===== config.mk =====
export PLATFORM = sky130hd
export DESIGN_NAME = piso_tx
export DESIGN_NICKNAME = d
export VERILOG_FILES = /design/src/rtl/serial_pkg.sv /design/src/rtl/piso_shift_reg.sv /design/src/rtl/piso_tx.sv
export SDC_FILE = /design/constraint.sdc
export NUM_CORES = 1
export LEC_CHECK = 0
export BUFFER_PORTS_ARGS = -buffer_cell sky130_fd_sc_hd__buf_2
export CAP_MARGIN = 20
export CORE_MARGIN = 2
export CORE_UTILIZATION = 28
export DETAILED_ROUTE_END_ITERATION = 12
export SETUP_SLACK_MARGIN = 0.02
export SKIP_CTS_REPAIR_TIMING = 1
export SYNTH_ARGS = -nofsm -noshare
export SYNTH_HDL_FRONTEND = slang
export SYNTH_HIERARCHICAL = 1
export SYNTH_SLANG_ARGS = --single-unit

===== constraint.sdc =====
create_clock -name clk -period 2.1 [get_ports clk]
set_input_delay 0.21 -clock clk [delete_from_list [all_inputs] [get_ports clk]]
set_output_delay 0.21 -clock clk [all_outputs]
set_load 0.03 [all_outputs]

===== src/rtl/serial_pkg.sv =====
// Shared definitions for the serial shift-register link blocks (transmitter and receivers).
package serial_pkg;
  typedef enum logic [1:0] {IDLE, SHIFT, GAP} state_t;

  localparam logic IDLE_LEVEL_DEF = 1'b0;

  // Bit-counter width for a WIDTH-bit word; never narrower than one bit.
  function automatic int cnt_width(input int w);
    return (w <= 2) ? 1 : $clog2(w);
  endfunction
endpackage


===== src/rtl/piso_shift_reg.sv =====
// Loadable WIDTH-bit shift register; nxt is the bit that follows the current head in send order.
module piso_shift_reg #(
  parameter int WIDTH = 8
) (
  input  logic             clk,
  input  logic             rst,
  input  logic             load,
  input  logic             shift,
  input  logic             dir_msb,
  input  logic [WIDTH-1:0] d,
  output logic             nxt
);
  logic [WIDTH-1:0] sr;

  always_ff @(posedge clk or posedge rst) begin
    if (rst)        sr <= '0;
    else if (load)  sr <= d;
    else if (shift) sr <= dir_msb ? {sr[WIDTH-2:0], 1'b0} : {1'b0, sr[WIDTH-1:1]};
  end

  // The head bit is driven onto q at load time, so the datapath always needs the second one.
  assign nxt = dir_msb ? sr[WIDTH-2] : sr[1];
endmodule


===== src/rtl/piso_tx.sv =====
// Parallel-in serial-out transmitter with valid/ready load, frame/last strobes and optional idle gap.
module piso_tx
  import serial_pkg::*;
#(
  parameter int   WIDTH      = 8,
  parameter int   MSB_FIRST  = 1,
  parameter int   GAP_CYCLES = 0,
  parameter logic IDLE_LEVEL = IDLE_LEVEL_DEF
) (
  input  logic             clk,
  input  logic             rst,
  input  logic [WIDTH-1:0] d,
  input  logic             load_valid,
  output logic             load_ready,
  output logic             q,
  output logic             frame,
  output logic             last,
  output logic             busy
);
  localparam int             CW    = cnt_width(WIDTH);
  localparam logic [CW-1:0]  TERM  = CW'(WIDTH - 1);
  localparam logic [CW-1:0]  PRE   = CW'(WIDTH - 2);
  localparam logic [3:0]     GINIT = 4'((GAP_CYCLES > 0) ? GAP_CYCLES - 1 : 0);

  state_t        state, state_n;
  logic [CW-1:0] cnt;
  logic [3:0]    gcnt;
  logic          xfer, at_term, nxt, first_bit;

  assign xfer      = load_valid && load_ready;
  assign at_term   = (state == SHIFT) && (cnt == TERM);
  assign first_bit = (MSB_FIRST != 0) ? d[WIDTH-1] : d[0];

  piso_shift_reg #(.WIDTH(WIDTH)) u_sr (
    .clk     (clk),
    .rst     (rst),
    .load    (xfer),
    .shift   ((state == SHIFT) && !at_term),
    .dir_msb (MSB_FIRST != 0),
    .d       (d),
    .nxt     (nxt)
  );

  always_ff @(posedge clk or posedge rst) begin
    if (rst) state <= IDLE;
    else     state <= state_n;
  end

  always_comb begin
    state_n = state;
    unique case (state)
      IDLE:    if (xfer) state_n = SHIFT;
      SHIFT:   if (at_term && !xfer) state_n = (GAP_CYCLES > 0) ? GAP : IDLE;
      GAP:     if (gcnt == '0) state_n = IDLE;
      default: state_n = IDLE;
    endcase
  end

  // With no gap the last-bit cycle doubles as a load slot, giving gapless back-to-back words.
  always_comb begin
    load_ready = (state == IDLE) || (at_term && (GAP_CYCLES == 0));
  end

  always_ff @(posedge clk or posedge rst) begin
    if (rst) begin
      q     <= IDLE_LEVEL;
      frame <= 1'b0;
      last  <= 1'b0;
      busy  <= 1'b0;
      cnt   <= '0;
      gcnt  <= '0;
    end else begin
      frame <= 1'b0;
      last  <= 1'b0;
      if (xfer) begin
        q     <= first_bit;
        frame <= 1'b1;
        busy  <= 1'b1;
        cnt   <= '0;
      end else begin
        unique case (state)
          SHIFT: begin
            if (!at_term) begin
              q    <= nxt;
              cnt  <= cnt + CW'(1);
              last <= (cnt == PRE);
            end else begin
              q    <= IDLE_LEVEL;
              gcnt <= GINIT;
              busy <= (GAP_CYCLES > 0);
            end
          end
          GAP: begin
            if (gcnt == '0) busy <= 1'b0;
            else            gcnt <= gcnt - 4'd1;
          end
          default: begin
            q    <= IDLE_LEVEL;
            busy <= 1'b0;
          end
        endcase
      end
    end
  end
endmodule


==> insert_results.sql, run 1 <==
INSERT INTO impl_metrics (metric_group, metric, value, unit) VALUES
('pwr', 'total_switching_power', '0.533', 'mW'),
('sta', 'finalCriticalPeriod', '1.87', 'ns'),
('global_routing', 'grt_antenna_before_repair', '0', ''),
('pwr', 'power.leakage', '0.498', 'nW'),
('clocking', 'cts_made_buffers', '3', ''),
('placement', 'detailed_placer_s_ending_hpwl', '1220', 'um'),
('global_routing', 'gr-usage-met2', '18.6', '%'),
('logic_synthesis', 'synth.yosys.warnings', '6', ''),
('global_routing', 'grt_max_degree', '18', ''),
('drt', 'final_antenna_net_count', '0', ''),
('global_routing', 'groute.usage.overall', '10.8', '%'),
('finish', 'areaGrowthSynthToFinish', '15.3', '%'),
('drt', 'remaining_drc_errors', '0', ''),
('drt', 'via_per_instance_ratio', '4.39', ''),
('floorplan', 'design.portCount', '16', ''),
('drt', 'routedWlPerCell', '12.1', 'um'),
('clocking', 'clkSinkCount', '16', ''),
('critical_path', 'critPathKind', 'reg -> reg', ''),
('pwr', 'pwr-share-clk', '15.3', '%'),
('critical_path', 'critical_path.endpoint_type', 'flip-flop', ''),
('logic_synthesis', 'post_synthesis_instance_total', '77', ''),
('global_routing', 'met1_usage', '12.8', '%'),
('sta', 'period_share', '88.9', '%'),
('logic_synthesis', 'yosysUniqueCellTypes', '24', ''),
('pwr', 'irDropWorstVdd', '587', 'uV'),
('global_routing', 'number_of_global_route_vias_before_repair', '655', ''),
('logic_synthesis', 'synth.ff_latch_count', '16', ''),
('logic_synthesis', 'dominantRegCellSynth', 'dfrtp_1', ''),
('global_routing', 'globalRouteMet3Util', '3.84', '%'),
('pwr', 'share_seq_of_total_power', '38.2', '%'),
('floorplan', 'die-height', '60.8', 'um'),
('drt', 'totalWireLength', '1660', 'um'),
('critical_path', 'cp-start-kind', 'flip-flop', ''),
('logic_synthesis', 'postSynthAreaPerCell', '11.7', 'um2'),
('placement', 'port_buffers', '15', ''),
('sta', 'report.final.hold_viol_count', '0', ''),
('logic_synthesis', 'synth_async_reset_ratio', '100', '%'),
('hold_path', 'timing.hold.worst.class', 'in -> reg', ''),
('floorplan', 'core_rows', '20', ''),
('logic_synthesis', 'postSynthNetCount', '91', ''),
('finish', 'fraction_of_layout_instances_using_a_drive_strength_above_1', '33.3', '%'),
('critical_path', 'critical_path_peak_fanout', '17', ''),
('finish', 'finish.net_count', '108', ''),
('pwr', 'power_per_cell_area', '1320', 'mW/mm2'),
('critical_path', 'cp_data_required_time', '2.32', 'ns'),
('critical_path', 'critPathArrivalTime', '2.09', 'ns'),
('drt', 'detail_route.iter0.violations', '23', ''),
('clocking', 'clock-root-buffer', 'clkbuf_4', ''),
('pwr', 'pwr-share-comb', '46.5', '%'),
('logic_synthesis', 'synth_seq_area_share', '44.4', '%'),
('clocking', 'clk_pin_slew_worst_paths', '0.10', 'ns'),
('outcome', 'outcome', 'completed', ''),
('sta', 'finalSetupTns', '0', 'ns'),
('global_routing', 'grt_overflow_total', '0', ''),
('floorplan', 'chipWidth', '60.8', 'um'),
('flow_run', 'cap_viol_max_count', '0', ''),
('floorplan', 'fp.dieArea', '0.00369', 'mm2'),
('global_routing', 'grt_pass1_wl', '2930', 'um'),
('drt', 'detailroute.via_count', '602', ''),
('clocking', 'htree_num_levels', '1', ''),
('pwr', 'swShare', '38.8', '%'),
('sta', 'final-max-slew-violation-count', '0', ''),
('sta', 'timing.fmax', '536', 'MHz'),
('sta', 'setup_repair_after_global_routing_missed_its_margin', 'no', ''),
('drt', 'drt_first_pass_iters', '2', ''),
('finish', 'insertedDiodeCount', '0', ''),
('sta', 'finalSetupViolCount', '0', ''),
('global_routing', 'grt-busiest-layer', 'met2', ''),
('sta', 'finalClockSkew', '0.0132', 'ns'),
('pwr', 'internal_power_component', '0.841', 'mW'),
('pwr', 'p_total', '1.37', 'mW'),
('logic_synthesis', 'syn-cell-area', '902', 'um2'),
('logic_synthesis', 'synth-edff-count', '0', ''),
('placement', 'gp_congestion', '0.692', ''),
('clocking', 'tritoncts', 'built', ''),
('clocking', 'cts_buffer_depth', '2', ''),
('clocking', 'clk-insertion-delay-late', '0.30', 'ns'),
('floorplan', 'core-area', '0.00305', 'mm2'),
('critical_path', 'reg2reg_setup_slack', '0.23', 'ns'),
('floorplan', 'initial_core_util', '29.5', '%');
## placed cells by master (no fill, tap or decap), drive strengths merged
cell type	n
o211ai	6
buf	15
inv	5
and3	1
mux2i	8
dlygate4sd3	1
or3b	6
and2	1
dfrtp	16
or2b	1
nand3b	2
nor2b	3
ha	3
conb	1
nand2b	6
clkbuf	4
nand2	7
a31oi	2
nand3	1
mux2	3
o21ai	1
## metal layers
layer | part of all wire (%) | vias up
met2 | 50 | 11
met3 | 5.5 | 2
met5 | 0 | -
met1 | 44 | 294
li1 | - | 295
met4 | 0.72 | 0
## flip-flops by register name, indices dropped and copies added (netlist names)
signal	count
last	1
cnt	3
state	1
frame	1
u_sr/sr	8
q	1
busy	1
## logic make-up (layout without fill, tap and decap cells)
| kind of cell | after synthesis | in the layout | synth area share [%] |
|---|---|---|---|
| AOI/OAI and AO/OA | 9 | 9 | 9.71 |
| adders and majority gates | 3 | 3 | 4.16 |
| buffers and inverters | 9 | 25 | 6.38 |
| DFF | 16 | 16 | 44.4 |
| muxes | 11 | 11 | 13.5 |
| other | 1 | 1 | 0.416 |
| and+or+nand+nor | 28 | 28 | 21.5 |
## synthesized netlist by cell type (3+ instances only)
master    instances  share of area, %
buf_6             3               3.7
dfrtp_1          16                44
ha_1              3               4.2
inv_1             5               2.1
mux2i_1           8               8.9
nand2_1           7               2.9
nand2b_1          3               2.1
nor2b_1           3               2.1
o211ai_2          5               6.9
or3b_1            6               5.8
## power by group through the flow
stage	Clock, mW	Combinational, mW	Sequential (mW)
final	0.210	0.639	0.525
after global routing	0.240	0.715	0.545
after CTS	0.221	0.651	0.529
after detailed placement	0	0.646	0.534
after global placement	0	0.639	0.531
after floorplan	0	0.520	0.564
## worst paths after layout
path	startpoint	to	cells past startpoint
max	cnt[0]	u_sr/sr[5]	6
max reg2reg	cnt[0]	u_sr/sr[5]	6
min in group asynchronous	rst	busy	3
max in group asynchronous	rst	u_sr/sr[5]	3
min	d[3]	u_sr/sr[3]	3
min reg2reg	cnt[0]	cnt[0]	1
## final cells by class
class	count	area [um2]
sequential	16	400
tap	44	55.1
multi-input combinational	52	444
inverter	5	18.8
fill	335	2010
timing repair buffer	16	85.1
clock buffer	4	36.3
## metrics by stage
step	util (%)	worst slack (ns)	std cells	hold WS [ns]	instance area [um2]
CTS	33.7	0.210	136	-0.150	1030
detailed placement	32.5	0.231	132	0.187	993
finish	34.1	0.234	137	0.115	1040
floorplan	-	0.290	77	0.0257	902
global placement	32.5	0.282	132	0.185	993
global route	34.1	0.144	137	0.108	1040
## critical path, cell delays in order, from the launching register on
cell	delay [ns]
dfrtp_1	0.42
ha_1	0.22
ha_1	0.19
nand2b_4	0.18
and2_2	0.30
or3b_1	0.40
o211ai_1	0.10
(Power assumes the default switching activity.)
==> inputs of run 2 (changes only) <==
- CORE_UTILIZATION: 28 -> 36
- SKIP_CTS_REPAIR_TIMING: 1 -> default
- clock period: 2.1 -> 1.98 ns (I/O delays scaled with it)
==> run 2 against run 1 <==
Against the previous run:
- count of clock-buffer cells in the layout is the same
- sequential power grew 6.5%
- register-to-register slack lost 0.05 ns
==> insert_results.sql, run 2 (synthesis results as in run 1) <==
INSERT INTO impl_metrics (metric_group, metric, value, unit) VALUES
('global_routing', 'groute.usage.overall', '14.0', '%'),
('drt', 'detailroute.via_count', '616', ''),
('finish', 'finish.net_count', '108', ''),
('finish', 'fraction_of_layout_instances_using_a_drive_strength_above_1', '33.3', '%'),
('clocking', 'clk_pin_slew_worst_paths', '0.10', 'ns'),
('critical_path', 'critical_path_peak_fanout', '17', ''),
('clocking', 'tritoncts', 'built', ''),
('drt', 'via_per_instance_ratio', '5.01', ''),
('critical_path', 'critical_path.startpoint', 'cnt[0]', ''),
('outcome', 'outcome', 'completed', ''),
('pwr', 'p_total', '1.48', 'mW'),
('sta', 'finalCriticalPeriod', '1.80', 'ns'),
('placement', 'detailed_placer_s_ending_hpwl', '1160', 'um'),
('placement', 'gp_congestion', '0.682', ''),
('finish', 'layout.cells.most_common', 'dfrtp_1', ''),
('critical_path', 'critPathArrivalTime', '2.02', 'ns'),
('drt', 'final_antenna_net_count', '0', ''),
('hold_path', 'timing.hold.worst.class', 'in -> reg', ''),
('floorplan', 'design.portCount', '16', ''),
('critical_path', 'largest_incremental_delay_on_the_critical_path', '0.42', 'ns'),
('critical_path', 'cp_data_required_time', '2.20', 'ns'),
('finish', 'n_fill_cell', '252', ''),
('global_routing', 'grt_max_degree', '18', ''),
('pwr', 'power_per_cell_area', '1450', 'mW/mm2'),
('floorplan', 'fp.dieArea', '0.00292', 'mm2'),
('sta', 'timing.fmax', '555', 'MHz'),
('drt', 'routedWlPerCell', '13.9', 'um'),
('critical_path', 'cp-start-kind', 'flip-flop', ''),
('finish', 'insertedDiodeCount', '0', ''),
('finish', 'areaGrowthSynthToFinish', '13.5', '%'),
('hold_path', 'whs_endpoint', 'u_sr/sr[4]', ''),
('sta', 'period_share', '91.0', '%'),
('finish', 'combined_area_of_the_multi_input_logic_cells', '445', 'um2'),
('clocking', 'clkSinkCount', '16', ''),
('finish', 'final_cell_mix', '16 x dfrtp_1, 15 x buf_2, 8 x mux2i_1', ''),
('drt', 'drt_first_pass_iters', '4', ''),
('finish', 'utilization_of_the_core_after_routing', '42.1', '%'),
('sta', 'setup_repair_after_global_routing_missed_its_margin', 'no', ''),
('floorplan', 'core-area', '0.00243', 'mm2'),
('pwr', 'power.leakage', '0.499', 'nW'),
('pwr', 'irDropWorstVdd', '656', 'uV'),
('drt', 'remaining_drc_errors', '0', ''),
('sta', 'finalClockSkew', '0.00410', 'ns'),
('critical_path', 'critical_path.endpoint_type', 'flip-flop', ''),
('placement', 'port_buffers', '15', ''),
('floorplan', 'core_rows', '18', ''),
('sta', 'report.final.hold_viol_count', '0', ''),
('flow_run', 'cap_viol_max_count', '0', ''),
('floorplan', 'die-height', '54.1', 'um'),
('clocking', 'number_of_buffers_added_for_setup_after_cts', '0', ''),
('hold_path', 'depth_of_the_worst_hold_timing_path', '3', ''),
('critical_path', 'timing.critical_path.slowest_stage_cell', 'dfrtp_1', ''),
('drt', 'detail_route.iter0.violations', '14', ''),
('critical_path', 'r2r_cells', '6', ''),
('clocking', 'cts_made_buffers', '3', ''),
('critical_path', 'path_common_cell', 'ha_1', ''),
('clocking', 'clock-root-buffer', 'clkbuf_4', ''),
('critical_path', 'r2r-start', 'cnt[0]', ''),
('global_routing', 'grt_overflow_total', '0', ''),
('global_routing', 'grt_antenna_before_repair', '0', ''),
('hold_path', 'timing.hold.worst.start', 'd[4]', ''),
('global_routing', 'number_of_global_route_vias_before_repair', '599', ''),
('placement', 'dpl_worst_slack', '0.107', 'ns'),
('sta', 'fin_ws', '0.179', 'ns'),
('clocking', 'htree_num_levels', '1', ''),
('critical_path', 'reg2reg_setup_slack', '0.18', 'ns'),
('clocking', 'clk-insertion-delay-late', '0.30', 'ns'),
('floorplan', 'initial_core_util', '37.1', '%'),
('critical_path', 'reg2reg_to', 'u_sr/sr[5]', ''),
('finish', 'ff_latch_area', '400', 'um2'),
('floorplan', 'chipWidth', '54.1', 'um'),
('sta', 'final-max-slew-violation-count', '0', ''),
('global_routing', 'grt_pass1_wl', '2790', 'um'),
('finish', 'registers.top_by_ff_count', 'u_sr/sr', ''),
('sta', 'finalSetupViolCount', '0', ''),
('critical_path', 'critPathKind', 'reg -> reg', ''),
('finish', 'layout_top_registers', 'u_sr/sr: 8 flops, cnt: 3 flops', ''),
('sta', 'finalSetupTns', '0', 'ns'),
('clocking', 'cts_buffer_depth', '2', ''),
('critical_path', 'critical_path.cell_chain', 'ha_1 -> ha_1 -> nand2b_4 -> and2_4 -> or3b_1 -> o211ai_1', ''),
('finish', 'largest_reg_flops', '8', ''),
('drt', 'totalWireLength', '1710', 'um');
==> run 2: cell count changes in the layout (fill, tap and decap cells not counted) <==
cell,previous run,this run
and2_2,1,0
and2_4,0,1
==> run 2: per-layer routing <==
layer,wire [um],GRT usage [%]
met1,781,18.5
met2,825,20.3
met3,60,2.78
met4,41,9.58
met5,0,0
==> run 2: worst max-delay path: cells and delay by family (launching register included) <==
| kind | cells | cell delay [ns] |
|---|---|---|
| fa+ha+maj | 2 | 0.40 |
| compound gates | 1 | 0.10 |
| flops | 1 | 0.42 |
| simple gates | 3 | 0.81 |
==> run 2: final cells by class <==
class                      count  share of cell area (%)
multi-input combinational     52                    43.5
sequential                    16                    39.1
timing repair buffer          16                    8.31
tap                           30                    3.67
clock buffer                   4                    3.55
inverter                       5                    1.83
==> run 2: report_power, final <==
part	internal, mW	total (mW)	switching [mW]
clock network	0.112	0.225	0.112
logic	0.322	0.697	0.375
registers	0.463	0.559	0.0958
total	0.897	1.48	0.583
==> run 2: timing repair <==
item                                   CTS  global route
setup endpoints to repair                0             4
resized for setup                        0             1
hold buffers                             1             0
endpoints found under the hold margin   16             0
==> run 2: how the worst max path moves through the flow <==
stage | to | slack [ns]
4_1_cts | u_sr/sr[5] | 0.07
3_5_place_dp | u_sr/sr[5] | 0.11
2_1_floorplan | u_sr/sr[5] | 0.17
5_1_grt | u_sr/sr[4] | 0.08
3_3_place_gp | u_sr/sr[5] | 0.15
6_report | u_sr/sr[5] | 0.18
==> run 2: through the flow <==
| step | area, um2 | cells | hold slack [ns] |
|---|---|---|---|
| after floorplan | 902 | 77 | 0.0137 |
| after global placement | 976 | 118 | 0.167 |
| after detailed placement | 976 | 118 | 0.176 |
| after CTS | 1020 | 123 | 0.102 |
| after global routing | 1020 | 123 | 0.110 |
| final | 1020 | 123 | 0.101 |
==> inputs of run 3 (changes only) <==
- PLACE_DENSITY: default -> 0.57
==> run 3 against run 2 <==
Against the previous run:
- utilization is the same
- combinational power down 1%
- critical path depth stayed put
- worst hold slack improved by 0.015 ns
- clock skew down 0.0029 ns
- sequential cell count unchanged
- sequential power about the same
- sequential share of layout area stayed put
- final cell count unchanged
- highest routed layer unchanged
==> insert_results.sql, run 3 (synthesis results as in run 1) <==
INSERT INTO impl_metrics (metric_group, metric, value, unit) VALUES
('outcome', 'outcome', 'completed', ''),
('drt', 'final_antenna_net_count', '0', ''),
('drt', 'remaining_drc_errors', '0', ''),
('sta', 'finalSetupTns', '0', 'ns'),
('pwr', 'irDropWorstVdd', '700', 'uV'),
('floorplan', 'core-area', '0.00243', 'mm2'),
('critical_path', 'path_common_cell', 'ha_1', ''),
('critical_path', 'critPathArrivalTime', '1.99', 'ns'),
('pwr', 'pwr-share-clk', '14.6', '%'),
('placement', 'port_buffers', '15', ''),
('sta', 'setup_repair_after_global_routing_missed_its_margin', 'no', ''),
('finish', 'layout.cell_area.non_filler', '0.00102', 'mm2'),
('clocking', 'clk-insertion-delay-late', '0.28', 'ns'),
('critical_path', 'critical_path.endpoint_type', 'flip-flop', ''),
('drt', 'detail_route.iter0.violations', '2', ''),
('critical_path', 'crit_path_end', 'u_sr/sr[5]', ''),
('finish', 'finish.net_count', '108', ''),
('critical_path', 'timing.critical_path.slowest_stage_cell', 'dfrtp_1', ''),
('sta', 'timing.fmax', '559', 'MHz'),
('floorplan', 'chipWidth', '54.1', 'um'),
('pwr', 'internal_power_component', '0.896', 'mW'),
('sta', 'fin_hold_ws', '0.116', 'ns'),
('sta', 'finalCriticalPeriod', '1.79', 'ns'),
('floorplan', 'core_rows', '18', ''),
('critical_path', 'cp-start-kind', 'flip-flop', ''),
('floorplan', 'initial_core_util', '37.1', '%'),
('critical_path', 'critPathKind', 'reg -> reg', ''),
('floorplan', 'fp.dieArea', '0.00292', 'mm2'),
('drt', 'totalWireLength', '1600', 'um'),
('clocking', 'clock-root-buffer', 'clkbuf_4', ''),
('pwr', 'swShare', '38.6', '%'),
('finish', 'layout_top_registers', 'u_sr/sr: 8 flops, cnt: 3 flops', ''),
('placement', 'placedInstanceArea', '976', 'um2'),
('finish', 'areaGrowthSynthToFinish', '13.5', '%'),
('clocking', 'number_of_buffers_added_for_setup_after_cts', '0', ''),
('pwr', 'share_seq_of_total_power', '38.3', '%'),
('finish', 'fraction_of_layout_instances_using_a_drive_strength_above_1', '33.3', '%'),
('placement', 'gp_congestion', '0.713', ''),
('floorplan', 'design.portCount', '16', ''),
('global_routing', 'groute.usage.overall', '13.6', '%'),
('critical_path', 'reg2reg_setup_slack', '0.19', 'ns'),
('sta', 'final-max-slew-violation-count', '0', ''),
('sta', 'period_share', '90.3', '%'),
('global_routing', 'grt_overflow_total', '0', ''),
('critical_path', 'reg2reg_to', 'u_sr/sr[5]', ''),
('hold_path', 'timing.hold.worst.class', 'in -> reg', ''),
('critical_path', 'critical_path_peak_fanout', '17', ''),
('clocking', 'htree_num_levels', '1', ''),
('finish', 'final_cell_mix', '16 x dfrtp_1, 15 x buf_2, 8 x mux2i_1', ''),
('finish', 'fin_cells', '123', ''),
('sta', 'finalClockSkew', '0.00122', 'ns'),
('pwr', 'total_switching_power', '0.564', 'mW'),
('sta', 'report.final.hold_viol_count', '0', ''),
('critical_path', 'critical_path.startpoint', 'cnt[0]', ''),
('critical_path', 'critical_path.cell_chain', 'ha_1 -> ha_1 -> nand2b_4 -> and2_4 -> or3b_1 -> o211ai_1', ''),
('clocking', 'cts_buffer_depth', '2', ''),
('sta', 'finalSetupViolCount', '0', ''),
('floorplan', 'die-height', '54.1', 'um'),
('drt', 'detailroute.via_count', '603', ''),
('global_routing', 'grt_max_degree', '18', ''),
('critical_path', 'largest_incremental_delay_on_the_critical_path', '0.41', 'ns'),
('placement', 'detailed_placer_s_ending_hpwl', '1150', 'um'),
('flow_run', 'cap_viol_max_count', '0', ''),
('pwr', 'power_per_cell_area', '1430', 'mW/mm2'),
('finish', 'registers.top_by_ff_count', 'u_sr/sr', ''),
('drt', 'drt_first_pass_iters', '2', ''),
('finish', 'layout.cells.most_common', 'dfrtp_1', ''),
('clocking', 'clkSinkCount', '16', ''),
('critical_path', 'cp_data_required_time', '2.18', 'ns'),
('critical_path', 'r2r_cells', '6', ''),
('finish', 'largest_reg_flops', '8', ''),
('global_routing', 'number_of_global_route_vias_before_repair', '632', ''),
('clocking', 'clk_pin_slew_worst_paths', '0.09', 'ns'),
('critical_path', 'r2r-start', 'cnt[0]', ''),
('pwr', 'power.leakage', '0.499', 'nW'),
('global_routing', 'grt_antenna_before_repair', '0', ''),
('finish', 'insertedDiodeCount', '0', ''),
('drt', 'routedWlPerCell', '13.0', 'um'),
('placement', 'place.detailed.instances', '118', ''),
('global_routing', 'grt_pass1_wl', '2750', 'um'),
('clocking', 'cts_made_buffers', '3', ''),
('pwr', 'pwr-share-comb', '47.1', '%'),
('clocking', 'tritoncts', 'built', ''),
('drt', 'via_per_instance_ratio', '4.90', '');
run 3: cell counts in the layout (fill, tap and decap cells not counted):
No cell type changed its count.
run 3: worst max-delay path, delay by kind of cell (launching register included):
kind	cells	cell delay [ns]
flip-flops	1	0.41
AND/OR/NAND/NOR	3	0.80
AO/OA/AOI/OAI	1	0.10
adder cells (fa/ha/maj)	2	0.40
run 3: metal layers:
metal,wire [um],vias to the layer above,GRT usage (%)
li1,-,294,-
met1,761,294,17.3
met2,735,11,20.9
met3,58,4,2.50
met4,39,0,8.75
met5,0,-,0
run 3: cell type report:
cell class / instances / area [um2]
timing repair buffer: 16 / 85.1
inverter: 5 / 18.8
tap: 30 / 37.5
fill: 248 / 1410
sequential: 16 / 400
multi-input combinational: 52 / 445
clock buffer: 4 / 36.3
run 3: how the worst min path moves through the flow:
stage | start | to | slack [ns] | depth (start not counted)
global placement | rst | frame | 0.17 | 2
CTS | d[2] | u_sr/sr[2] | 0.10 | 3
floorplan | rst | busy | 0.01 | 1
detailed placement | rst | frame | 0.17 | 2
finish | d[3] | u_sr/sr[3] | 0.12 | 3
global route | d[2] | u_sr/sr[2] | 0.13 | 3
run 3: stage by stage:
step / worst slack [ns] / power (mW) / util, %
2_1_floorplan: 0.170 / 1.15 / -
3_3_place_gp: 0.165 / 1.24 / 40.1
3_5_place_dp: 0.0918 / 1.26 / 40.1
4_1_cts: 0.0763 / 1.48 / 42.0
5_1_grt: 0.0531 / 1.58 / 42.1
6_report: 0.191 / 1.46 / 42.1
run 3: what timing repair did:
action	4_1_cts	5_1_grt
resized for setup	0	1
setup endpoints to repair	0	4
endpoints found under the hold margin	16	0
hold buffers	1	0
run 3: power by group through the flow:
stage / Sequential, mW / Combinational (mW) / Clock, mW
floorplan: 0.598 / 0.551 / 0
global placement: 0.561 / 0.676 / 0
detailed placement: 0.565 / 0.695 / 0
CTS: 0.559 / 0.698 / 0.226
global route: 0.581 / 0.764 / 0.233
finish: 0.559 / 0.687 / 0.214
